<file path="src/rtl/memory_stage_if.sv">
// Data-memory request/ready bus between the memory stage (master) and the data memory (slave).
interface memory_stage_if;
  logic        mem_req;
  logic        mem_we;
  logic [15:0] mem_addr;
  logic [15:0] mem_wdata;
  logic [15:0] mem_rdata;
  logic        mem_ready;

  modport master (
    output mem_req, mem_we, mem_addr, mem_wdata,
    input  mem_rdata, mem_ready
  );

  modport slave (
    input  mem_req, mem_we, mem_addr, mem_wdata,
    output mem_rdata, mem_ready
  );
endinterface

</file>
<file path="src/rtl/memory_stage.sv">
// Memory stage: X/M register, variable-latency load/store with timeout, M/W register and writeback value.
// Stalls the front of the pipeline while a data-memory access is outstanding.
module memory_stage #(
  parameter int unsigned MAX_WAIT = 15
) (
  input  logic          clk,
  input  logic          rst,
  input  logic [15:0]   alu_out_x,
  input  logic [15:0]   store_data_x,
  input  logic [3:0]    rt_x,
  input  logic [3:0]    rd_x,
  input  logic          reg_write_x,
  input  logic          mem_read_x,
  input  logic          mem_write_x,
  input  logic          halt_x,
  input  logic          b_m2m,
  memory_stage_if.master mem,
  output logic          stall,
  output logic          mem_err,
  output logic [15:0]   alu_out_xm,
  output logic [3:0]    rt_xm,
  output logic [3:0]    rd_xm,
  output logic          reg_write_xm,
  output logic          mem_write_xm,
  output logic [3:0]    rd_mw,
  output logic          reg_write_mw,
  output logic          halt_mw,
  output logic [15:0]   writeback_data
);

  localparam logic [7:0] MAX_WAIT_C = 8'(MAX_WAIT);

  typedef enum logic [1:0] {
    S_IDLE = 2'd0,
    S_WAIT = 2'd1,
    S_DONE = 2'd2
  } state_e;

  typedef struct packed {
    logic [15:0] alu_out;
    logic [15:0] store_data;
    logic [3:0]  rt;
    logic [3:0]  rd;
    logic        reg_write;
    logic        mem_read;
    logic        mem_write;
    logic        halt;
  } xm_t;

  xm_t         xm_q, xm_d;
  state_e      state_q;
  logic [7:0]  cnt_q;
  logic        err_q;
  logic [3:0]  rd_mw_q;
  logic        reg_write_mw_q;
  logic        halt_mw_q;
  logic [15:0] data_mw_q, data_mw_d;

  logic access_xm;
  logic req;
  logic timeout;
  logic is_load;

  always_comb begin
    // NOTE: every always_comb output gets a default first so no path can infer a latch.
    xm_d            = '0;
    xm_d.alu_out    = alu_out_x;
    xm_d.store_data = store_data_x;
    xm_d.rt         = rt_x;
    xm_d.rd         = rd_x;
    xm_d.reg_write  = reg_write_x;
    xm_d.mem_read   = mem_read_x;
    xm_d.mem_write  = mem_write_x;
    xm_d.halt       = halt_x;
  end

  always_comb begin
    access_xm = xm_q.mem_read | xm_q.mem_write;
    req       = access_xm & (state_q != S_DONE);
    // A store wins when both read and write are flagged.
    is_load   = xm_q.mem_read & ~xm_q.mem_write;
    timeout   = req & (state_q == S_WAIT) & ~mem.mem_ready & (cnt_q == MAX_WAIT_C);
    stall     = req & ~mem.mem_ready & ~timeout;
    data_mw_d = is_load ? (timeout ? 16'h0000 : mem.mem_rdata) : xm_q.alu_out;
  end

  assign mem.mem_req   = req;
  assign mem.mem_we    = xm_q.mem_write;
  assign mem.mem_addr  = xm_q.alu_out;
  assign mem.mem_wdata = b_m2m ? data_mw_q : xm_q.store_data;

  // Access sequencer: counts wait cycles and raises the sticky timeout flag.
  always_ff @(posedge clk) begin
    // NOTE: sequential state is updated with non-blocking assignments only.
    if (rst) begin
      state_q <= S_IDLE;
      cnt_q   <= 8'd0;
      err_q   <= 1'b0;
    end else begin
      unique case (state_q)
        S_IDLE: begin
          if (req && !mem.mem_ready) begin
            state_q <= S_WAIT;
            cnt_q   <= 8'd1;
          end
        end
        S_WAIT: begin
          if (mem.mem_ready) begin
            state_q <= S_IDLE;
            cnt_q   <= 8'd0;
          end else if (timeout) begin
            state_q <= S_IDLE;
            cnt_q   <= 8'd0;
            err_q   <= 1'b1;
          end else begin
            cnt_q <= cnt_q + 8'd1;
          end
        end
        S_DONE: begin
          state_q <= S_IDLE;
          cnt_q   <= 8'd0;
        end
        default: begin
          state_q <= S_IDLE;
          cnt_q   <= 8'd0;
        end
      endcase
    end
  end

  always_ff @(posedge clk) begin
    if (rst) begin
      xm_q           <= '0;
      rd_mw_q        <= 4'd0;
      reg_write_mw_q <= 1'b0;
      halt_mw_q      <= 1'b0;
      data_mw_q      <= 16'h0000;
    end else begin
      if (!stall) begin
        xm_q <= xm_d;
      end
      // A stalled access sends a bubble downstream; rd and data simply hold.
      if (stall) begin
        reg_write_mw_q <= 1'b0;
        halt_mw_q      <= 1'b0;
      end else begin
        rd_mw_q        <= xm_q.rd;
        reg_write_mw_q <= xm_q.reg_write;
        halt_mw_q      <= xm_q.halt;
        data_mw_q      <= data_mw_d;
      end
    end
  end

  assign mem_err        = err_q;
  assign alu_out_xm     = xm_q.alu_out;
  assign rt_xm          = xm_q.rt;
  assign rd_xm          = xm_q.rd;
  assign reg_write_xm   = xm_q.reg_write;
  assign mem_write_xm   = xm_q.mem_write;
  assign rd_mw          = rd_mw_q;
  assign reg_write_mw   = reg_write_mw_q;
  assign halt_mw        = halt_mw_q;
  assign writeback_data = data_mw_q;

endmodule
</file>
<file path="src/flat_wrapper.sv">
// flat-port wrapper written by rule: the top's interface ports become plain ports
module memory_stage_flat 
#(
  parameter int unsigned MAX_WAIT = 15
)
  (clk, rst, alu_out_x, store_data_x, rt_x, rd_x, reg_write_x, mem_read_x, mem_write_x, halt_x, b_m2m, stall, mem_err, alu_out_xm, rt_xm, rd_xm, reg_write_xm, mem_write_xm, rd_mw, reg_write_mw, halt_mw, writeback_data, mem_mem_req, mem_mem_we, mem_mem_addr, mem_mem_wdata, mem_mem_rdata, mem_mem_ready);
  memory_stage_if mem_i ();
  input  logic clk;
  input  logic rst;
  input  logic [15:0] alu_out_x;
  input  logic [15:0] store_data_x;
  input  logic [3:0] rt_x;
  input  logic [3:0] rd_x;
  input  logic reg_write_x;
  input  logic mem_read_x;
  input  logic mem_write_x;
  input  logic halt_x;
  input  logic b_m2m;
  output logic stall;
  output logic mem_err;
  output logic [15:0] alu_out_xm;
  output logic [3:0] rt_xm;
  output logic [3:0] rd_xm;
  output logic reg_write_xm;
  output logic mem_write_xm;
  output logic [3:0] rd_mw;
  output logic reg_write_mw;
  output logic halt_mw;
  output logic [15:0] writeback_data;
  output wire logic [$bits(mem_i.mem_req)-1:0] mem_mem_req;
  output wire logic [$bits(mem_i.mem_we)-1:0] mem_mem_we;
  output wire logic [$bits(mem_i.mem_addr)-1:0] mem_mem_addr;
  output wire logic [$bits(mem_i.mem_wdata)-1:0] mem_mem_wdata;
  input wire logic [$bits(mem_i.mem_rdata)-1:0] mem_mem_rdata;
  input wire logic [$bits(mem_i.mem_ready)-1:0] mem_mem_ready;
  assign mem_mem_req = mem_i.mem_req;
  assign mem_mem_we = mem_i.mem_we;
  assign mem_mem_addr = mem_i.mem_addr;
  assign mem_mem_wdata = mem_i.mem_wdata;
  assign mem_i.mem_rdata = mem_mem_rdata;
  assign mem_i.mem_ready = mem_mem_ready;
  memory_stage #(.MAX_WAIT(MAX_WAIT)) u_core (.clk(clk), .rst(rst), .alu_out_x(alu_out_x), .store_data_x(store_data_x), .rt_x(rt_x), .rd_x(rd_x), .reg_write_x(reg_write_x), .mem_read_x(mem_read_x), .mem_write_x(mem_write_x), .halt_x(halt_x), .b_m2m(b_m2m), .mem(mem_i), .stall(stall), .mem_err(mem_err), .alu_out_xm(alu_out_xm), .rt_xm(rt_xm), .rd_xm(rd_xm), .reg_write_xm(reg_write_xm), .mem_write_xm(mem_write_xm), .rd_mw(rd_mw), .reg_write_mw(reg_write_mw), .halt_mw(halt_mw), .writeback_data(writeback_data));
endmodule
</file>
<file path="config.mk">
export PLATFORM = sky130hd
export DESIGN_NAME = memory_stage_flat
export DESIGN_NICKNAME = d
export VERILOG_FILES = /design/src/rtl/memory_stage_if.sv /design/src/rtl/memory_stage.sv /design/src/flat_wrapper.sv
export SDC_FILE = /design/constraint.sdc
export NUM_CORES = 1
export LEC_CHECK = 0
export CAP_MARGIN = 20
export CORE_ASPECT_RATIO = 0.8
export CORE_MARGIN = 3
export CORE_UTILIZATION = 46
export DETAILED_ROUTE_END_ITERATION = 10
export GPL_ROUTABILITY_DRIVEN = 0
export PLACE_DENSITY = 0.9
export SYNTH_ARGS = -nofsm -noshare
export SYNTH_HDL_FRONTEND = slang
export SYNTH_SLANG_ARGS = --single-unit
export TNS_END_PERCENT = 10
</file>
<file path="constraint.sdc">
create_clock -name clk -period 3.38 [get_ports clk]
set_input_delay 0.676 -clock clk [delete_from_list [all_inputs] [get_ports clk]]
set_output_delay 0.676 -clock clk [all_outputs]
set_load 0.02 [all_outputs]
</file>
[Yosys cells after proc, flatten, opt, wreduce, memory -nomap -nowiden]
Index checks and enable logic that the tools add are counted.
Operators by class
  equal/unequal tests: 5
  bitwise operators: 11
  reduce and logical (&&, ||, !) cells: 6
  add/subtract/negate cells: 1
  mux-type cells: 11
Operator list (number)
  two-way mux 16 bit: 3
  two-way mux 8 bit: 3
  case mux 8 bit (2 select lines): 1
  adder 8 x 1 -> 8 bit (second input constant): 1
  == test 8 x 4 -> 1 bit (second input constant): 1
  bitwise AND 1 bit: 7
  two-way mux 2 bit: 3
  case mux 2 bit (2 select lines): 1
  inequality test 3 x 2 -> 1 bit (second input constant): 1
  inverter 1 bit: 3
  AND reduction 3 bit: 1
  == test 2 x 1 -> 1 bit (second input constant): 1
  logical NOT 2 bit: 1
  inequality test 2 x 1 -> 1 bit (second input constant): 1
  inequality test 2 bit (second input constant): 1
  AND reduction 2 bit: 1
  OR reduction 2 bit: 1
  logical AND 1 bit: 1
  logical NOT 1 bit: 1
  bitwise OR 1 bit: 1
Storage, ports and cells
  input port bits: 64
  output and inout port bits: 84
  register bits after elaboration: 77
  logic and storage cells: 49

[Logic depth before layout (Yosys ltp)]
Gate-level depths: netlist (run 1).
  word-level depth: 8
  gate-level depth with buffers: 10
  gate-level depth less buffers: 6

[Worst setup path before layout (run 1)]
Ideal clock, no wire load.
  path type: in2out
  start point: in b_m2m
  end point: out mem_mem_wdata[10]
  setup slack: 0.999 ns
  data required time: 2.704 ns
  buffers on the path: 2
  data arrival time: 1.705 ns
  cell stages on the path: 3
  cells stage by stage: clkbuf_1 -> clkbuf_1 -> mux2_2
Between the ends
  longest elaborated chain between the ends: 1
Ends and longest elaborated chain
  start, declared: RTL line flat_wrapper.sv:18  | input logic b_m2m;
  two-way mux 16 bit: RTL line memory_stage.sv:90  | assign mem.mem_wdata = b_m2m ? data_mw_q : xm_q.store_data;
  end, declared: RTL line flat_wrapper.sv:33  | output wire logic [$bits(mem_i.mem_wdata)-1:0] mem_mem_wdata;
Every way passes these cells.

[Worst setup path after layout (run 1)]
  start point: in b_m2m
  end point: out mem_mem_wdata[7]
Same word-level chain as after synthesis.

==> flow_metrics.py, run 1 <==
metrics = {
    "worst_setup_path": {
        "worstPathArrival_ps": 2350,
        "critPathCaptureType": "primary output",
        "ff2ff_path_depth": 6,
        "cp-start-kind": "primary input",
        "critical_path.most_common_cell": "sky130_fd_sc_hd__clkdlybuf4s50_1",
        "critical_path.slowest_cell": "sky130_fd_sc_hd__clkdlybuf4s50_1",
        "reg2reg_setup_slack_ps": 1300,
        "critical_path.max_fanout": 16,
        "rr_startpoint": "u_core.cnt_q[0]",
        "worst_ep_required_time_ps": 2700,
        "max_stage_delay_ps": 550,
        "path_cells": "clkdlybuf4s50_1 > buf_4 > mux2_2 > clkdlybuf4s50_1",
        "worst_r2r_endpoint": "u_core.rt_xm[3]",
        "worst_setup_path_category": "in2out",
    },
    "global_routing": {
        "grtUsageMet3_pct": 7.76,
        "pin_count_of_the_biggest_net_entering_global_routing": 63,
        "gr-usage-all-layers_pct": 22.6,
        "wire_length_of_the_first_global_routing_pass_mm": 16.1,
        "globalRouteOverflowTotal": 0,
        "met1_usage_grt_pct": 25.0,
        "use_met2_pct": 41.4,
        "grt_pass1_vias": 3271,
        "initial_antenna_violation_count": 0,
        "busiest_layer": "met2",
    },
    "cts": {
        "postCtsHoldBufs": 0,
        "cts_root_buffer": "sky130_fd_sc_hd__clkbuf_8",
        "tritoncts": "built",
        "clock-sinks": 76,
        "cts_htree_levels": 3,
        "cts-resized-gates": 0,
        "cts_post_setup_buffers_inserted": 0,
        "cts_buf_count": 9,
        "insertion_delay_ps": 340,
        "clk_pin_slew_worst_paths_ps": 70,
        "ctsLongestPathBuffers": 2,
    },
    "routing": {
        "drt_iter0_markers": 146,
        "drcViolationCount": 0,
        "detail_route.wl_per_cell_microns": 15.6,
        "postRouteAntennaNets": 0,
        "overall_routed_net_length_mm": 10.0,
        "dr.pass1.iters": 5,
        "routed-via-count": 3304,
        "viasPerCell": 5.14,
    },
    "run": {
        "max-cap-violations": 0,
    },
    "placement": {
        "dp.final_hpwl_mm": 7.20,
        "buffers_added_on_ports": 147,
    },
    "synth": {
        "asyncSetResetFlopFracSynth_pct": 0,
        "netlist_instances": 441,
        "postSynthRegisterBits": 76,
        "synth.top_cells.by_count": "sky130_fd_sc_hd__nand2_1, sky130_fd_sc_hd__dfxtp_1, sky130_fd_sc_hd__a21oi_1",
        "mappedNetlistNets": 506,
        "post-synth-top-count-cell": "sky130_fd_sc_hd__nand2_1",
        "yosys.area.top_type": "sky130_fd_sc_hd__dfxtp_1",
        "netlist_top_cells_area": "sky130_fd_sc_hd__dfxtp_1, sky130_fd_sc_hd__nand2_1, sky130_fd_sc_hd__buf_4",
        "synth_cell_type_count": 40,
        "syn-cell-area_sq_um": 3510,
        "ys.warnings.count": 0,
        "netlist.area_leader.share_pct": 43.3,
        "syn-mean-instance-area_sq_um": 7.97,
        "synth_enable_flop_cells": 0,
        "synth_sequential_area_ratio_pct": 43.3,
        "synth_ff_type": "sky130_fd_sc_hd__dfxtp_1",
    },
    "power": {
        "sequentialPowerShare_pct": 46.2,
        "combPwrFrac_pct": 24.4,
        "switching_share_pct": 28.9,
        "power_frac_clock_pct": 29.4,
        "ir_worst_vdd_v": 0.000305,
        "total_switching_power_mw": 0.634,
        "cellLeakagePower_nw": 1.99,
        "power.density_cell_area_nw_per_um2": 448,
        "design_power_total_mw": 2.19,
        "p_int_mw": 1.56,
    },
    "timing": {
        "finalCritPeriodShare_pct": 89.4,
        "slew-limit-headroom_pct": 57.2,
        "clock_skew_ps": 13.7,
        "holdWs_ps": 450,
        "maxClockFrequency_mhz": 331,
        "hold_vio_cnt_final": 0,
        "grt_setup_unrepaired": "false",
        "setup_violations": 0,
        "timing_max_transition_violations_final": 0,
        "worst_pin_slew_ps": 641,
        "final.min_clock_period_ps": 3020,
        "finalSetupTns_ps": 0,
    },
    "floorplanning": {
        "core_region_area_sq_um": 7130,
        "floorplan.die.height_microns": 84.2,
        "floorplan.initialDensity_pct": 49.3,
        "row_count": 27,
        "io-pin-count": 148,
        "floorplan.die_area_sq_um": 8730,
        "die_x_microns": 104,
    },
    "min_path": {
        "hold_path_end": "u_core.rt_xm[2]",
        "worstHoldStart": "u_core.rt_xm[2]",
        "holdCritPathClass": "reg2reg",
        "min_delay_path_depth": 2,
    },
    "final_layout": {
        "fillerInstances": 576,
        "multi_input_gate_area_sq_um": 1480,
        "areaGrowthSynthToFinish_pct": 39.5,
        "drive_above_1_share_pct": 8.49,
        "seq_area_sq_um": 1520,
        "fin_nets": 603,
        "antenna_cells_inserted": 0,
    },
    "run_status": {
        "outcome": "finished, final reports clean",
    },
}
power groups by stage:
stage | clock (mW) | sequential [mW] | combinational (mW)
finish | 0.646 | 1.01 | 0.536
global route | 0.692 | 1.02 | 0.574
CTS | 0.662 | 1.01 | 0.538
detailed placement | 0 | 1.03 | 0.536
global placement | 0 | 1.03 | 0.523
floorplan | 0 | 1.04 | 0.291
how the worst max path moves through the flow:
stage / startpoint / to / slack [ps]
6_report: b_m2m / mem_mem_wdata[7] / 360
5_1_grt: b_m2m / mem_mem_wdata[7] / 340
4_1_cts: b_m2m / mem_mem_wdata[7] / 360
3_5_place_dp: b_m2m / mem_mem_wdata[7] / 370
3_3_place_gp: mem_mem_ready / stall / 430
2_1_floorplan: b_m2m / mem_mem_wdata[10] / 1000
critical path, delay by kind of cell:
| family | cells | cell delay (ps) |
|---|---|---|
| buf+inv | 3 | 1290 |
| mux | 1 | 370 |
sequential cells by signal, summed over array words and instances (netlist names):
register / count
u_core.mem.mem_we: 1
u_core.rt_xm: 4
u_core.writeback_data: 16
u_core.reg_write_xm: 1
u_core.xm_q: 18
u_core.rd_mw: 4
u_core.mem_err: 1
u_core.halt_mw: 1
u_core.state_q: 1
u_core.rd_xm: 4
u_core.reg_write_mw: 1
u_core.alu_out_xm: 16
u_core.cnt_q: 8
cells by family after synthesis:
family                     synth area share (%)
xor gates and xnor gates                   1.25
DFF                                        43.3
AOI/OAI and AO/OA                          17.2
buffers and inverters                      14.9
and+or+nand+nor                            17.9
muxes                                      5.13
adders and majority gates                 0.356
metrics by stage:
stage | util (%) | std cells | area [sq um] | setup slack (ps)
after global routing | 68.8 | 643 | 4900 | 335
after CTS | 68.8 | 643 | 4900 | 362
after detailed placement | 66.2 | 628 | 4720 | 372
final | 68.8 | 643 | 4900 | 357
after global placement | 66.2 | 628 | 4720 | 432
after floorplan | - | 441 | 3510 | 999
cells in the final DEF (no fill, tap or decap), drive strengths merged, types with 2 or more instances in the layout:
master and instances:
nor3b 2, clkdlybuf4s50 146, a22oi 16, a21oi 53, o21bai 2, clkinv 4
xor2 4, buf 9, a31oi 3, nand2 95, a21bo 2, mux2 16
inv 19, and3 2, o21ai 19, o2111ai 2, nor2 42, nor4 2
clkbuf 10, dfxtp 76
final cells by class:
cell class	count	share of cell area, %
clock buffer	10	2.60
timing repair buffer	155	31.1
sequential	76	31.0
clock inverter	5	1.10
tap	101	2.58
inverter	19	1.45
multi-input combinational	277	30.1
per-layer routing:
| layer | routed length [microns] | up-vias | part of all wire, % |
|---|---|---|---|
| met4 | 150 | 0 | 1.5 |
| li1 | - | 1606 | - |
| met2 | 4940 | 152 | 49 |
| met3 | 948 | 14 | 9.5 |
| met5 | 0 | - | 0 |
| met1 | 3980 | 1532 | 40 |
No activity file was read; power rests on OpenSTA's default activity.
==> run 2, diff against run 1 <==
- SETUP_SLACK_MARGIN: unset -> 0.1
- SKIP_LAST_GASP: unset -> 1
==> results of run 2 <==
Same layout as run 1: the final DEF is identical, and so are final timing and power.
